$ cat src/rtl/uart_pkg.sv
// Shared definitions for the UART transmit arbiter: state encoding, default
// byte width and gap-counter sizing.
package uart_pkg;

   localparam int unsigned DATA_W_DEF  = 8;
   localparam int unsigned FRAME_CNT_W = 16;

   localparam logic [2:0] ST_IDLE      = 3'd0;
   localparam logic [2:0] ST_LAUNCH    = 3'd1;
   localparam logic [2:0] ST_WAIT_BUSY = 3'd2;
   localparam logic [2:0] ST_WAIT_DONE = 3'd3;
   localparam logic [2:0] ST_GAP       = 3'd4;

   typedef enum logic [2:0] {
      S_IDLE      = ST_IDLE,
      S_LAUNCH    = ST_LAUNCH,
      S_WAIT_BUSY = ST_WAIT_BUSY,
      S_WAIT_DONE = ST_WAIT_DONE,
      S_GAP       = ST_GAP
   } arb_state_e;

   // Gap counter holds 0..GAP_TICKS; keep at least one bit when the gap is disabled.
   function automatic int unsigned gap_cnt_w(input int unsigned ticks);
      return (ticks > 0) ? $clog2(ticks + 1) : 1;
   endfunction

endpackage

$ cat src/rtl/uart_rr_arb2.sv
// Two-way round-robin grant: a lone requester wins, on a tie the requester
// that was not served last wins.
module uart_rr_arb2 (
   input  logic [1:0] valid_i,
   input  logic       last_i,
   output logic       gnt_vld_o,
   output logic       gnt_idx_o
);

   always_comb begin
      gnt_vld_o = |valid_i;
      gnt_idx_o = 1'b0;
      case (valid_i)
         2'b01:   gnt_idx_o = 1'b0;
         2'b10:   gnt_idx_o = 1'b1;
         2'b11:   gnt_idx_o = ~last_i;
         default: gnt_idx_o = 1'b0;
      endcase
   end

endmodule

$ cat src/rtl/uart_tx_arbiter.sv
// Shares one UART transmitter between two byte requesters, launching one frame
// at a time and enforcing an idle gap of GAP_TICKS baud ticks between frames.
module uart_tx_arbiter
   import uart_pkg::*;
#(
   parameter int unsigned DATA_W    = DATA_W_DEF,
   parameter int unsigned GAP_TICKS = 1
) (
   input  logic                   clk_50M,
   input  logic                   rst_n,
   input  logic                   req0_valid,
   input  logic [DATA_W-1:0]      req0_data,
   output logic                   req0_ready,
   input  logic                   req1_valid,
   input  logic [DATA_W-1:0]      req1_data,
   output logic                   req1_ready,
   input  logic                   tick_uart,
   input  logic                   tx_busy,
   output logic                   tx_en,
   output logic [DATA_W-1:0]      tx_data,
   output logic                   tx_owner,
   output logic                   active,
   output logic [FRAME_CNT_W-1:0] frame_cnt
);

   localparam int unsigned GAP_W    = gap_cnt_w(GAP_TICKS);
   localparam int unsigned GAP_LAST = (GAP_TICKS > 0) ? GAP_TICKS - 1 : 0;

   arb_state_e             state_q,     state_d;
   logic                   tx_en_q,     tx_en_d;
   logic [DATA_W-1:0]      tx_data_q,   tx_data_d;
   logic                   tx_owner_q,  tx_owner_d;
   logic                   last_q,      last_d;
   logic [GAP_W-1:0]       gap_cnt_q,   gap_cnt_d;
   logic [FRAME_CNT_W-1:0] frame_cnt_q, frame_cnt_d;
   logic                   active_q,    active_d;

   logic gnt_vld;
   logic gnt_idx;
   logic accept;

   uart_rr_arb2 u_arb (
      .valid_i   ({req1_valid, req0_valid}),
      .last_i    (last_q),
      .gnt_vld_o (gnt_vld),
      .gnt_idx_o (gnt_idx)
   );

   // Ready is only offered from IDLE, so at most one byte is taken per frame.
   assign req0_ready = (state_q == S_IDLE) && gnt_vld && !gnt_idx && req0_valid;
   assign req1_ready = (state_q == S_IDLE) && gnt_vld &&  gnt_idx && req1_valid;
   assign accept     = req0_ready | req1_ready;

   always_comb begin
      state_d     = state_q;
      tx_data_d   = tx_data_q;
      tx_owner_d  = tx_owner_q;
      last_d      = last_q;
      gap_cnt_d   = gap_cnt_q;
      frame_cnt_d = frame_cnt_q;

      case (state_q)
         S_IDLE: begin
            if (accept) begin
               state_d    = S_LAUNCH;
               tx_data_d  = gnt_idx ? req1_data : req0_data;
               tx_owner_d = gnt_idx;
               last_d     = gnt_idx;
            end
         end
         S_LAUNCH: begin
            state_d = S_WAIT_BUSY;
         end
         S_WAIT_BUSY: begin
            if (tx_busy) begin
               state_d = S_WAIT_DONE;
            end
         end
         S_WAIT_DONE: begin
            if (!tx_busy) begin
               frame_cnt_d = frame_cnt_q + 16'd1;
               state_d     = (GAP_TICKS > 0) ? S_GAP : S_IDLE;
            end
         end
         S_GAP: begin
            // Ticks are only counted once inside GAP, never on the entry cycle.
            if (tick_uart) begin
               if (gap_cnt_q == GAP_W'(GAP_LAST)) begin
                  gap_cnt_d = '0;
                  state_d   = S_IDLE;
               end else begin
                  gap_cnt_d = gap_cnt_q + GAP_W'(1);
               end
            end
         end
         default: begin
            state_d = S_IDLE;
         end
      endcase

      tx_en_d  = (state_d == S_LAUNCH);
      active_d = (state_d != S_IDLE);
   end

   always_ff @(posedge clk_50M or negedge rst_n) begin
      if (!rst_n) begin
         state_q     <= S_IDLE;
         tx_en_q     <= 1'b0;
         tx_data_q   <= '0;
         tx_owner_q  <= 1'b0;
         last_q      <= 1'b1;
         gap_cnt_q   <= '0;
         frame_cnt_q <= '0;
         active_q    <= 1'b0;
      end else begin
         state_q     <= state_d;
         tx_en_q     <= tx_en_d;
         tx_data_q   <= tx_data_d;
         tx_owner_q  <= tx_owner_d;
         last_q      <= last_d;
         gap_cnt_q   <= gap_cnt_d;
         frame_cnt_q <= frame_cnt_d;
         active_q    <= active_d;
      end
   end

   assign tx_en     = tx_en_q;
   assign tx_data   = tx_data_q;
   assign tx_owner  = tx_owner_q;
   assign active    = active_q;
   assign frame_cnt = frame_cnt_q;

endmodule

$ cat config.mk
export PLATFORM = sky130hd
export DESIGN_NAME = uart_tx_arbiter
export DESIGN_NICKNAME = d
export VERILOG_FILES = /design/src/rtl/uart_pkg.sv /design/src/rtl/uart_rr_arb2.sv /design/src/rtl/uart_tx_arbiter.sv
export SDC_FILE = /design/constraint.sdc
export NUM_CORES = 1
export LEC_CHECK = 0
export BUFFER_PORTS_ARGS = -buffer_cell sky130_fd_sc_hd__buf_2
export CORE_ASPECT_RATIO = 1.25
export CORE_MARGIN = 2
export CORE_UTILIZATION = 40
export CTS_CLUSTER_DIAMETER = 150
export DETAILED_ROUTE_END_ITERATION = 7
export GPL_ROUTABILITY_DRIVEN = 1
export PLACE_DENSITY = 0.67
export SKIP_LAST_GASP = 1
export SYNTH_ARGS = -nofsm -noshare
export SYNTH_HDL_FRONTEND = slang
export SYNTH_SLANG_ARGS = --single-unit
$ cat constraint.sdc
create_clock -name clk_50M -period 1.8 [get_ports clk_50M]
set_input_delay 0.36 -clock clk_50M [delete_from_list [all_inputs] [get_ports clk_50M]]
set_output_delay 0.36 -clock clk_50M [all_outputs]
set_load 0.1 [all_outputs]
* Word-level counts from Yosys, hierarchy flattened
Index checks and enable logic that the tools add are counted.
** Word-level totals
- Word-level logic and storage cells :: 41
- Register bits after elaboration :: 32
- Bits in latches :: 0
- Memories kept :: 0
- RAM bits :: 0
- ROM bits :: 0
** Operators by class
- Multipliers :: 0
- Reductions and logical operators :: 12
- Order comparisons :: 0
- Div/mod/pow operators :: 0
- Equality and inequality tests :: 7
- Muxes and demuxes :: 9
- Shift operators :: 0
- $add $sub $neg :: 2
- Bitwise logic cells :: 3
** Operator list (count)
- 16-bit by 1-bit adder with 16-bit output (second input constant) :: 1
- 3-bit 2-to-1 mux :: 5
- 3-bit case mux with 5 select lines :: 1
- 8-bit 2-to-1 mux :: 1
- 3-bit by 1-bit == test with 1-bit output (second input constant) :: 2
- 3-bit by 2-bit == test with 1-bit output (second input constant) :: 2
- 2-bit AND reduction :: 3
- 1-bit logical AND :: 5
- 2-bit == test (second input constant) :: 2
- 3-bit == test (second input constant) :: 1
- 3-bit zero test :: 1
- 3-bit nonzero test :: 1
- 1-bit inverter :: 2
- 1-bit case mux with 2 select lines :: 1
- 2-bit OR reduction :: 1
- 1-bit adder (second input constant) :: 1
- 1-bit zero test :: 1
- 1-bit 2-to-1 mux :: 1
- 1-bit OR :: 1

* Depth between registers and ports, before layout
Gate-level depths: netlist of run 1.
- Depth in word-level cells :: 9
- Mapped depth :: 5
- Mapped depth without buffers :: 5

* Cells and area by module
Synthesis of run 1 repeated with hierarchy kept, for this count alone.
** Unflattened totals
- Cell total of the unflattened synthesis :: 118
- Area, all modules :: 1400.1 um2
** By module, submodules not included
- uart_tx_arbiter :: cells each 116, area each 1386.3 um2, instances 1
- uart_rr_arb2 :: cells each 2, area each 13.8 um2, instances 1

* Worst setup path after synthesis of run 1
Ideal clock, no wire load.
- Path type :: reg-to-output
- Start point :: reg last_q
- End point :: out req0_ready
- Cell stages (with the launch flop) :: 4
- Path buffers :: 1
- Path slack :: -0.727 ns
- Arrival :: 2.167 ns
- Data required time :: 1.440 ns
- Cell sequence :: dfstp_2 > a21boi_0 > buf_1 > nor2_1
** On the way
- Word-level cells in the longest chain between the ends :: 5
** RTL lines
- start: declaration :: line uart_tx_arbiter.sv:33 : logic last_q, last_d;
- start signal: assignment :: line uart_tx_arbiter.sv:120 : last_q <= last_d;
- 1-bit inverter :: line uart_rr_arb2.sv:16 : 2'b11: gnt_idx_o = ~last_i;
- 1-bit case mux with 2 select lines :: line uart_rr_arb2.sv:13 : case (valid_i)
- 1-bit zero test :: line uart_tx_arbiter.sv:50 : assign req0_ready = (state_q == S_IDLE) && gnt_vld && !gnt_idx && req0_valid;
- 1-bit logical AND (2 in a row) :: line uart_tx_arbiter.sv:50
- end: declaration :: line uart_tx_arbiter.sv:13 : output logic req0_ready,
Every way passes these cells.

* Worst setup path after layout of run 1
- Start point :: reg state_q[1]
- End point :: out req0_ready
** On the way
- Word-level cells in the longest chain between the ends :: 4
** RTL lines
- start: declaration :: line uart_tx_arbiter.sv:29 : arb_state_e state_q, state_d;
- start signal: assignment :: line uart_tx_arbiter.sv:116 : state_q <= state_d;
- 3-bit zero test :: line uart_tx_arbiter.sv:50
- 1-bit logical AND (3 in a row) :: line uart_tx_arbiter.sv:50
Every way passes these cells.

==> run metrics, run 1 <==
drt total wl 2.910 mm; antenna-violating nets left 0; crit path DAT 1.39 ns; # hold bufs at CTS 0; FF-to-FF End frame_cnt[15]$_DFFE_PN0P_; IO Pins 51; row cnt 23; width of the die between 50 and 60 um; TritonCTS Buffers 5; Worst Setup Path Type flip-flop to output port; worst setup margin 0.05398 ns; vias post-DR 1144; Top FF cell, synth dfrtp_1; Fillers 282; Root Buffer clkbuf_8; largest net degree at the start of global routing 32; final-report hold violation count 0; status finished, final reports clean; Clock transition at path regs 0.06 ns; Worst Hold Class input port to async pin; clock tree sinks 31; R2R Setup Slk 0.11 ns; setup violators final 0; Ys Warns 0; post-layout min period 1.746 ns; most common cell after layout, fill and taps aside buf_2; number of synthesized flops with an enable pin 0; GRT Util Overall 0.1613; Post-DP HPWL 2.148 mm; Post-Syn Area 0.001366 mm2; worst reg2reg path depth 4; Core Box Area about 0.0032 mm2; unrepaired setup endpoints after global routing true; P_leak 0.0009522 uW; Core Util, Final 0.5889; Chip Height 69.35 um; syn_area_per_cell 11.11 um2; worst-margin pin slew approximately 1.1 ns; critical path launch point type flip-flop; maximum VDD drop ~1.3 mV; library cells used by synthesis 33; Layout area overhead 38.92%; clk_lat worst skew 0.28 ns; CP Capture Type output port; GP Congestion 0.7737; Initial DRC Count 22; worst clock skew around 0.0064 ns; post-synthesis sequential area ratio 0.5687; vias in the first global route 1122; power per standard cell area 1941 mW/mm2; grt total ovfl 0; Port Buffers 50; DR DRC count 0; antenna violations before repair 0; ys async rst share 1.000; Final Cycle Share 0.9700; Max transition margin 0.2831; Crit Path Max Fanout 4; Gate Count Post-Synth 123; H-tree Lvls 2; CP required 1.44 ns; Detailed Routing Iterations Pass 1 4; drt wl/cell approximately 13 um; Final Max Slew Viols 0; Yosys reg bits 31; FF-to-FF Start state_q[2]$_DFF_PN0_; Die ar. 0.003902 mm2; TritonCTS clock tree done; Antenna Diode Count 0; Initial Utilization 0.4239; Vias/cell 5.084; Setup WS pre-CTS -0.08942 ns; most frequent cells in the layout buf_2, dfrtp_1, nand2_1; nets@finish 210; syn nets 146; Max-Cap Viols 0; Clock Path Buffers 2; FMAX approximately 570 MHz; layout cell share with drive strength beyond 1 0.4681; first-pass GRT wire length between 4 and 5 mm
[power breakdown]
group / switching, uW / internal [uW]
Sequential: 183 / 934
Combinational: 1610 / 439
Clock: 244 / 271
Total: 2040 / 1640
[per-stage QoR]
step	std cells	instance area (um2)	TNS (ns)	hold slack (ns)	total power, uW
finish	225	1898	0	0.1108	3684
detailed placement	213	1754	-0.4582	0.4489	3067
global route	225	1898	-0.02551	0.1590	3862
global placement	213	1754	0	0.4365	3029
floorplan	123	1395	0	0.06441	2679
CTS	222	1858	0	0.1321	3644
[cell usage after synthesis (2+ instances only)]
| master | number | area share |
|---|---|---|
| dfrtp_1 | 30 | 0.55 |
| inv_1 | 3 | 0.0082 |
| mux2i_1 | 8 | 0.059 |
| nand2_1 | 17 | 0.047 |
| nand3_1 | 6 | 0.022 |
| nand3b_1 | 2 | 0.011 |
| nand4_1 | 5 | 0.023 |
| nor2_1 | 4 | 0.011 |
| nor3_1 | 4 | 0.015 |
| o21ai_0 | 8 | 0.029 |
| xnor2_1 | 10 | 0.064 |
| xor2_1 | 5 | 0.032 |
[registers in the layout, summed over array words and instances, names as in the netlist]
name / cells
frame_cnt: 16
tx_data: 8
state_q: 3
active: 1
last_q: 1
tx_en: 1
tx_owner: 1
[final cells by class]
cell class,count,area [um2],share of cell area
Tap cell,37,46.29,0.02439
Clock inverter,1,5.005,0.002637
Clock buffer,7,76.32,0.04021
Inverter,3,11.26,0.005933
Sequential cell,31,798.3,0.4206
Multi-Input combinational cell,86,605.6,0.3191
Timing Repair Buffer,60,355.3,0.1872
[layer usage]
metal / wire (um) / global-route usage / share of wire
met4: 49 / 0.07143 / 0.017
met2: 1392 / 0.2667 / 0.48
met1: 1229 / 0.1855 / 0.42
met3: 238 / 0.05784 / 0.082
met5: 0 / 0 / 0
[worst max-delay path, cell delays in order (launching register included)]
cell     delay [ns]
dfrtp_2        0.44
nor3_4         0.26
nand2_2        0.12
nor2_4         0.11
buf_12         0.18
[kinds of logic after synthesis]
family,count (synthesis),share of synthesized area
flip-flops,31,0.5687
multiplexers,8,0.05861
AO/OA/AOI/OAI,14,0.05770
AND/OR/NAND/NOR,48,0.1923
buffers and inverters,6,0.01739
adder cells (fa/ha/maj),1,0.009156
XOR/XNOR,15,0.09615
[timing repair]
item | in CTS | in global routing
setup endpoints to repair | 10 | 4
pin swaps | 1 | 1
gates resized for setup | 4 | 3
setup buffers | 1 | 3
[worst max-delay path by stage]
stage	from	end	slack [ns]	depth (start not counted)
after floorplan	req1_valid	req1_ready	0.009	3
after CTS	state_q[2]$_DFF_PN0_	frame_cnt[15]$_DFFE_PN0P_	0.02	4
after detailed placement	state_q[2]$_DFF_PN0_	tx_data[2]$_DFFE_PN0P_	-0.09	4
final	state_q[1]$_DFF_PN0_	req0_ready	0.05	4
after global routing	state_q[1]$_DFF_PN0_	req0_ready	-0.02	4
after global placement	tx_busy	frame_cnt[15]$_DFFE_PN0P_	0.05	5
(Power assumes the default switching activity.)
==> run 2: changes to the inputs <==
--- a/config.mk
+++ b/config.mk
@@ -6,7 +6,6 @@
 export NUM_CORES = 1
 export LEC_CHECK = 0
 export BUFFER_PORTS_ARGS = -buffer_cell sky130_fd_sc_hd__buf_2
-export CORE_ASPECT_RATIO = 1.25
 export CORE_MARGIN = 2
 export CORE_UTILIZATION = 40
 export CTS_CLUSTER_DIAMETER = 150
==> constraint.sdc (replaced) <==
create_clock -name clk_50M -period 1.8 [get_ports clk_50M]
set_input_delay 0.27 -clock clk_50M [delete_from_list [all_inputs] [get_ports clk_50M]]
set_output_delay 0.27 -clock clk_50M [all_outputs]
set_load 0.1 [all_outputs]
==> run 2 against run 1 <==
  * Worst hold slack better by 0.0019 ns
  * Largest power group unchanged
  * Register-to-register slack worse by 0.03 ns
  * First-iteration DRC count is 45% higher
  * Clock power is 9.7% lower
  * Combinational power is 4% lower
  * Maximum frequency is 0.83% higher
  * Cell count is 2.7% higher
==> run metrics, run 2 (synthesis results as in run 1) <==
Final Cycle Share 0.9621 (was 0.9700); CP Capture Type output port (unchanged); Clock transition at path regs 0.09 ns (was 0.06 ns); GP Congestion 0.7563 (was 0.7737); CP required 1.53 ns (was 1.44 ns); post-route insts no fill 231 (was 225); vias in the first global route 1130 (was 1122); final-report hold violation count 0 (unchanged); layout cell share with drive strength beyond 1 0.4378 (was 0.4681); Seq pwr share 0.313 (was 0.303); worst clock skew 0.005549 ns (was 0.006380 ns); power per standard cell area 1907 mW/mm2 (was 1941 mW/mm2); Max transition margin 0.5418 (was 0.2831); DR DRC count 0 (unchanged); row cnt 21 (was 23); first-pass GRT wire length 4.871 mm (was 4.892 mm); Root Buffer clkbuf_4 (was clkbuf_8); cell area after layout 0.001849 mm2 (was 0.001898 mm2); H-tree Lvls 2 (unchanged); Max-Cap Viols 0 (unchanged); Crit Path Max Fanout 5 (was 4); Worst Hold Class input port to flip-flop (was input port to async pin); Fillers 303 (was 282); clk_lat worst skew 0.34 ns (was 0.28 ns); clock tree sinks 31 (unchanged); Detailed Routing Iterations Pass 1 4 (unchanged); Worst Setup Path Type flip-flop to output port (unchanged); P_sw 1988 uW (was 2040 uW); combinational share of power 0.555 (was 0.557); Largest register FFs 16 (unchanged); sw frac 0.5636 (was 0.5538); IO Pins 51 (unchanged); Seq. cell area 795.8 um2 (was 798.3 um2); setup violators final 0 (unchanged); Die ar. 0.003899 mm2 (was 0.003902 mm2); Vias/cell 4.861 (was 5.084); area occupied by multi-input gates 580.6 um2 (was 605.6 um2); Core Box Area 0.003311 mm2 (was 0.003223 mm2); crit path DAT 1.46 ns (was 1.39 ns); Clock Path Buffers 2 (unchanged); TritonCTS Buffers 5 (unchanged); worst-margin pin slew 0.6874 ns (was 1.068 ns); nets@finish 207 (was 210); Final Total Pwr 3526 uW (was 3684 uW); status finished, final reports clean (unchanged); post-layout min period 1.732 ns (was 1.746 ns); TritonCTS clock tree done (unchanged); Placed Cells 222 (was 213); grt total ovfl 0 (unchanged); Post-DP HPWL 2.077 mm (was 2.148 mm); antenna-violating nets left 0 (unchanged); maximum VDD drop 1.178 mV (was 1.290 mV); Sum Neg Setup Slack 0 ns (unchanged); Layout area overhead 35.35% (was 38.92%); largest net degree at the start of global routing 32 (unchanged); width of the die 62.45 um (was 56.28 um); FMAX 577.5 MHz (was 572.7 MHz); Internal 1539 uW (was 1644 uW); clock power share 0.131 (was 0.140); most frequent cells in the layout buf_2, dfrtp_1, nand2_1 (unchanged); Antenna Diode Count 0 (unchanged); dpl cell area 0.001759 mm2 (was 0.001754 mm2); P_leak 0.0009317 uW (was 0.0009522 uW); vias post-DR 1123 (was 1144); postcts setup bufs 0 (was 1); critical path launch point type flip-flop (unchanged); most common cell after layout, fill and taps aside buf_2 (unchanged); Initial DRC Count 32 (was 22); drt total wl 2.757 mm (was 2.910 mm); Initial Utilization 0.4127 (was 0.4239); Final Max Slew Viols 0 (unchanged); Chip Height 62.45 um (was 69.35 um); GRT Util Overall 0.1590 (was 0.1613); Port Buffers 50 (unchanged); unrepaired setup endpoints after global routing true (unchanged); antenna violations before repair 0 (unchanged); drt wl/cell 11.94 um (was 12.93 um)
[run 2: cell types whose count changed in the layout (fill, tap and decap cells not counted), moves of 2 or more]
cell / previous run / this run
clkbuf_8: 5 / 2
buf_4: 10 / 6
clkbuf_4: 0 / 5
dfrtp_1: 17 / 19
dfrtp_2: 11 / 9
[run 2: worst max-delay path, stage by stage, from the launching register on]
cell and delay (ns):
dfrtp_1 0.44, nor3_4 0.24, nand2_1 0.11, nor2_2 0.14
buf_12 0.19
[run 2: repair_timing]
action                     CTS  global route
pin swaps                    1             0
hold endpoints to repair    30             0
gates resized for setup      1             1
hold buffers                 1             0
setup endpoints to repair    2             1
[run 2: cell type report]
cell class / instances / share of cell area
clock buffers: 8 / 0.03721
multi-input cells: 86 / 0.3139
repair buffers: 57 / 0.1813
well taps: 46 / 0.03112
inverters: 3 / 0.006089
flip-flops and latches: 31 / 0.4303
[run 2: worst paths after layout]
check,start,endpoint,slack [ns],cells after the start
worst max-delay path,state_q[0]$_DFF_PN0_,req0_ready,0.07,4
worst min register to register,frame_cnt[15]$_DFFE_PN0P_,frame_cnt[15]$_DFFE_PN0P_,0.47,1
min in group asynchronous,rst_n,active$_DFF_PN0_,0.51,2
worst min-delay path,req0_valid,last_q$_DFFE_PN1P_,0.11,2
worst max register to register,state_q[2]$_DFF_PN0_,frame_cnt[15]$_DFFE_PN0P_,0.08,4
max in group asynchronous,rst_n,frame_cnt[0]$_DFFE_PN0P_,0.79,2
[run 2: routing by layer]
layer	track usage	vias to the layer above	wire length, um
met5	0	-	0
met4	0.09167	0	62
met3	0.05225	5	249
met2	0.2554	46	1256
met1	0.1865	523	1189
li1	-	549	-
[run 2: power by group through the flow]
stage | clock network [uW] | logic, uW | registers [uW]
after floorplan | 0 | 423 | 2250
after global placement | 0 | 1940 | 1090
after detailed placement | 0 | 1960 | 1100
after CTS | 478 | 1970 | 1100
after global routing | 512 | 2060 | 1140
final | 464 | 1960 | 1100
[run 2: metrics by stage]
stage               hold slack (ns)  setup slack (ns)    util
global placement             0.3442            0.1921  0.5314
floorplan                  -0.02559           -0.1852       -
global route                 0.1076          -0.01814  0.5586
detailed placement           0.3576            0.1298  0.5314
finish                       0.1126           0.06830  0.5586
CTS                          0.1012           0.01234  0.5567
==> run 3: changes to the inputs <==
--- a/config.mk
+++ b/config.mk
@@ -6,7 +6,7 @@
 export NUM_CORES = 1
 export LEC_CHECK = 0
 export BUFFER_PORTS_ARGS = -buffer_cell sky130_fd_sc_hd__buf_2
-export CORE_MARGIN = 2
+export CORE_MARGIN = 5
 export CORE_UTILIZATION = 40
 export CTS_CLUSTER_DIAMETER = 150
 export DETAILED_ROUTE_END_ITERATION = 7
==> run 3 against run 2 <==
  * Utilization decreased by 0.76 points
  * Largest power group unchanged
  * Sequential share of layout area increased by 0.59 points
  * Worst hold slack improved by 0.029 ns
==> run metrics, run 3 (synthesis results as in run 1) <==
status finished, final reports clean (unchanged); Detailed Routing Iterations Pass 1 4 (unchanged); worst clock skew 0.002789 ns (was 0.005549 ns); GP Congestion 0.7290 (was 0.7563); IO Pins 51 (unchanged); clk_lat worst skew 0.31 ns (was 0.34 ns); DR DRC count 0 (unchanged); width of the die 68.45 um (was 62.45 um); hold path endpoint last_q$_DFFE_PN1P_ (unchanged); layout cell share with drive strength beyond 1 0.4324 (was 0.4378); Final Cycle Share 0.9499 (was 0.9621); power per standard cell area 1880 mW/mm2 (was 1907 mW/mm2); Post-DP HPWL 2.268 mm (was 2.077 mm); largest net degree at the start of global routing 32 (unchanged); worst reg2reg path depth 4 (unchanged); min-delay src req0_valid (unchanged); post-layout min period 1.710 ns (was 1.732 ns); setup violators final 0 (unchanged); GRT Util Overall 0.1449 (was 0.1590); TritonCTS Buffers 5 (unchanged); H-tree Lvls 2 (unchanged); Placed Cells 222 (unchanged); Fillers 316 (was 303); first-pass GRT wire length 4.905 mm (was 4.871 mm); Worst Hold Class input port to flip-flop (unchanged); drt wl/cell 12.54 um (was 11.94 um); Worst Setup Path Type flip-flop to output port (unchanged); Max-Cap Viols 0 (unchanged); most common cell after layout, fill and taps aside buf_2 (unchanged); clock tree sinks 31 (unchanged); unrepaired setup endpoints after global routing true (unchanged); CP required 1.53 ns (about the same); row cnt 21 (unchanged); CP Capture Type output port (unchanged); antenna-violating nets left 0 (unchanged); Layout area overhead 33.52% (was 35.35%); Chip Height 68.45 um (was 62.45 um); Core Box Area 0.003311 mm2 (unchanged); maximum VDD drop 0.9667 mV (was 1.178 mV); critical path launch point type flip-flop (unchanged); FMAX 584.8 MHz (was 577.5 MHz); most frequent cells in the layout buf_2, dfrtp_1, nand2_1 (unchanged); Initial Utilization 0.4127 (unchanged); Sum Neg Setup Slack 0 ns (unchanged); Largest register FFs 16 (unchanged); Clock transition at path regs 0.09 ns (about the same); Vias/cell 4.835 (was 4.861); antenna violations before repair 0 (unchanged); hold depth 2 (unchanged); Clock Path Buffers 2 (unchanged); Die ar. 0.004685 mm2 (was 0.003899 mm2); Core Util, Final 0.5510 (was 0.5586); Antenna Diode Count 0 (unchanged); TritonCTS clock tree done (unchanged); nets@finish 207 (unchanged); FF-to-FF End frame_cnt[15]$_DFFE_PN0P_ (unchanged); post-route insts no fill 231 (unchanged); R2R Setup Slk 0.11 ns (was 0.08 ns); Port Buffers 50 (unchanged); hold slack final 0.1413 ns (was 0.1126 ns); Initial DRC Count 46 (was 32); Max transition margin 0.5445 (was 0.5418); vias in the first global route 1085 (was 1130); Final Max Slew Viols 0 (unchanged); Crit Path Max Fanout 5 (unchanged); grt total ovfl 0 (unchanged); P_leak 0.0009204 uW (was 0.0009317 uW); drt total wl 2.897 mm (was 2.757 mm); crit path DAT 1.44 ns (was 1.46 ns); worst-margin pin slew 0.6832 ns (was 0.6874 ns); final-report hold violation count 0 (unchanged); FF-to-FF Start state_q[2]$_DFF_PN0_ (unchanged); vias post-DR 1117 (was 1123); Root Buffer clkbuf_4 (unchanged)
## run 3: cell count changes in the layout (fill, tap and decap cells not counted), sizes merged
cell / delta
clkbuf: -1
clkinv: +1
## run 3: report_power, final
part           switching (uW)  leakage, uW  internal [uW]
Clock                     224    0.0000293            152
Sequential                172     0.000380            927
Combinational            1580     0.000511            376
## run 3: layer usage
metal | global-route usage | vias to the layer above | routed length [um]
met3 | 0.08046 | 4 | 323
met2 | 0.2217 | 45 | 1350
met4 | 0.05211 | 0 | 38
met1 | 0.1694 | 517 | 1185
met5 | 0 | - | 0
li1 | - | 551 | -
## run 3: layout make-up
cell class / count / area, um2 / share of cell area
multi-input combinational: 86 / 574.3 / 0.3148
clock buffer: 7 / 45.04 / 0.02469
clock inverter: 1 / 5.005 / 0.002743
timing repair buffer: 57 / 335.3 / 0.1838
sequential: 31 / 795.8 / 0.4362
inverter: 3 / 11.26 / 0.006173
tap: 46 / 57.56 / 0.03155
## run 3: worst max path at each step
stage	cells after the start	slack, ns	from	to
after floorplan	3	-0.19	last_q$_DFFE_PN1P_	req0_ready
after global placement	4	0.19	state_q[2]$_DFF_PN0_	frame_cnt[15]$_DFFE_PN0P_
after detailed placement	4	0.13	state_q[2]$_DFF_PN0_	frame_cnt[15]$_DFFE_PN0P_
after CTS	4	0.02	state_q[2]$_DFF_PN0_	req0_ready
after global routing	4	-0.02	state_q[0]$_DFF_PN0_	req0_ready
final	4	0.09	state_q[0]$_DFF_PN0_	req0_ready
## run 3: timing repair
item	CTS	global route
hold buffers	1	0
setup buffers	0	0
resized for setup	1	0
pin swaps	0	1
hold endpoints to repair	28	0
endpoints found under the setup margin	2	3
## run 3: critical path, cell delays in order, from the launching register on
cell and delay [ns]:
dfrtp_1 0.43, nor3_2 0.25, nand2_1 0.11, nor2_2 0.14
buf_12 0.19
## run 3: through the flow
step                      setup WS, ns  power, uW  instance area (um2)
final                          0.09014       3430                 1824
after global routing          -0.02345       3633                 1824
after CTS                      0.01809       3466                 1824
after detailed placement        0.1326       3078                 1759
after global placement          0.1903       3036                 1759
after floorplan                -0.1852       2670                 1389
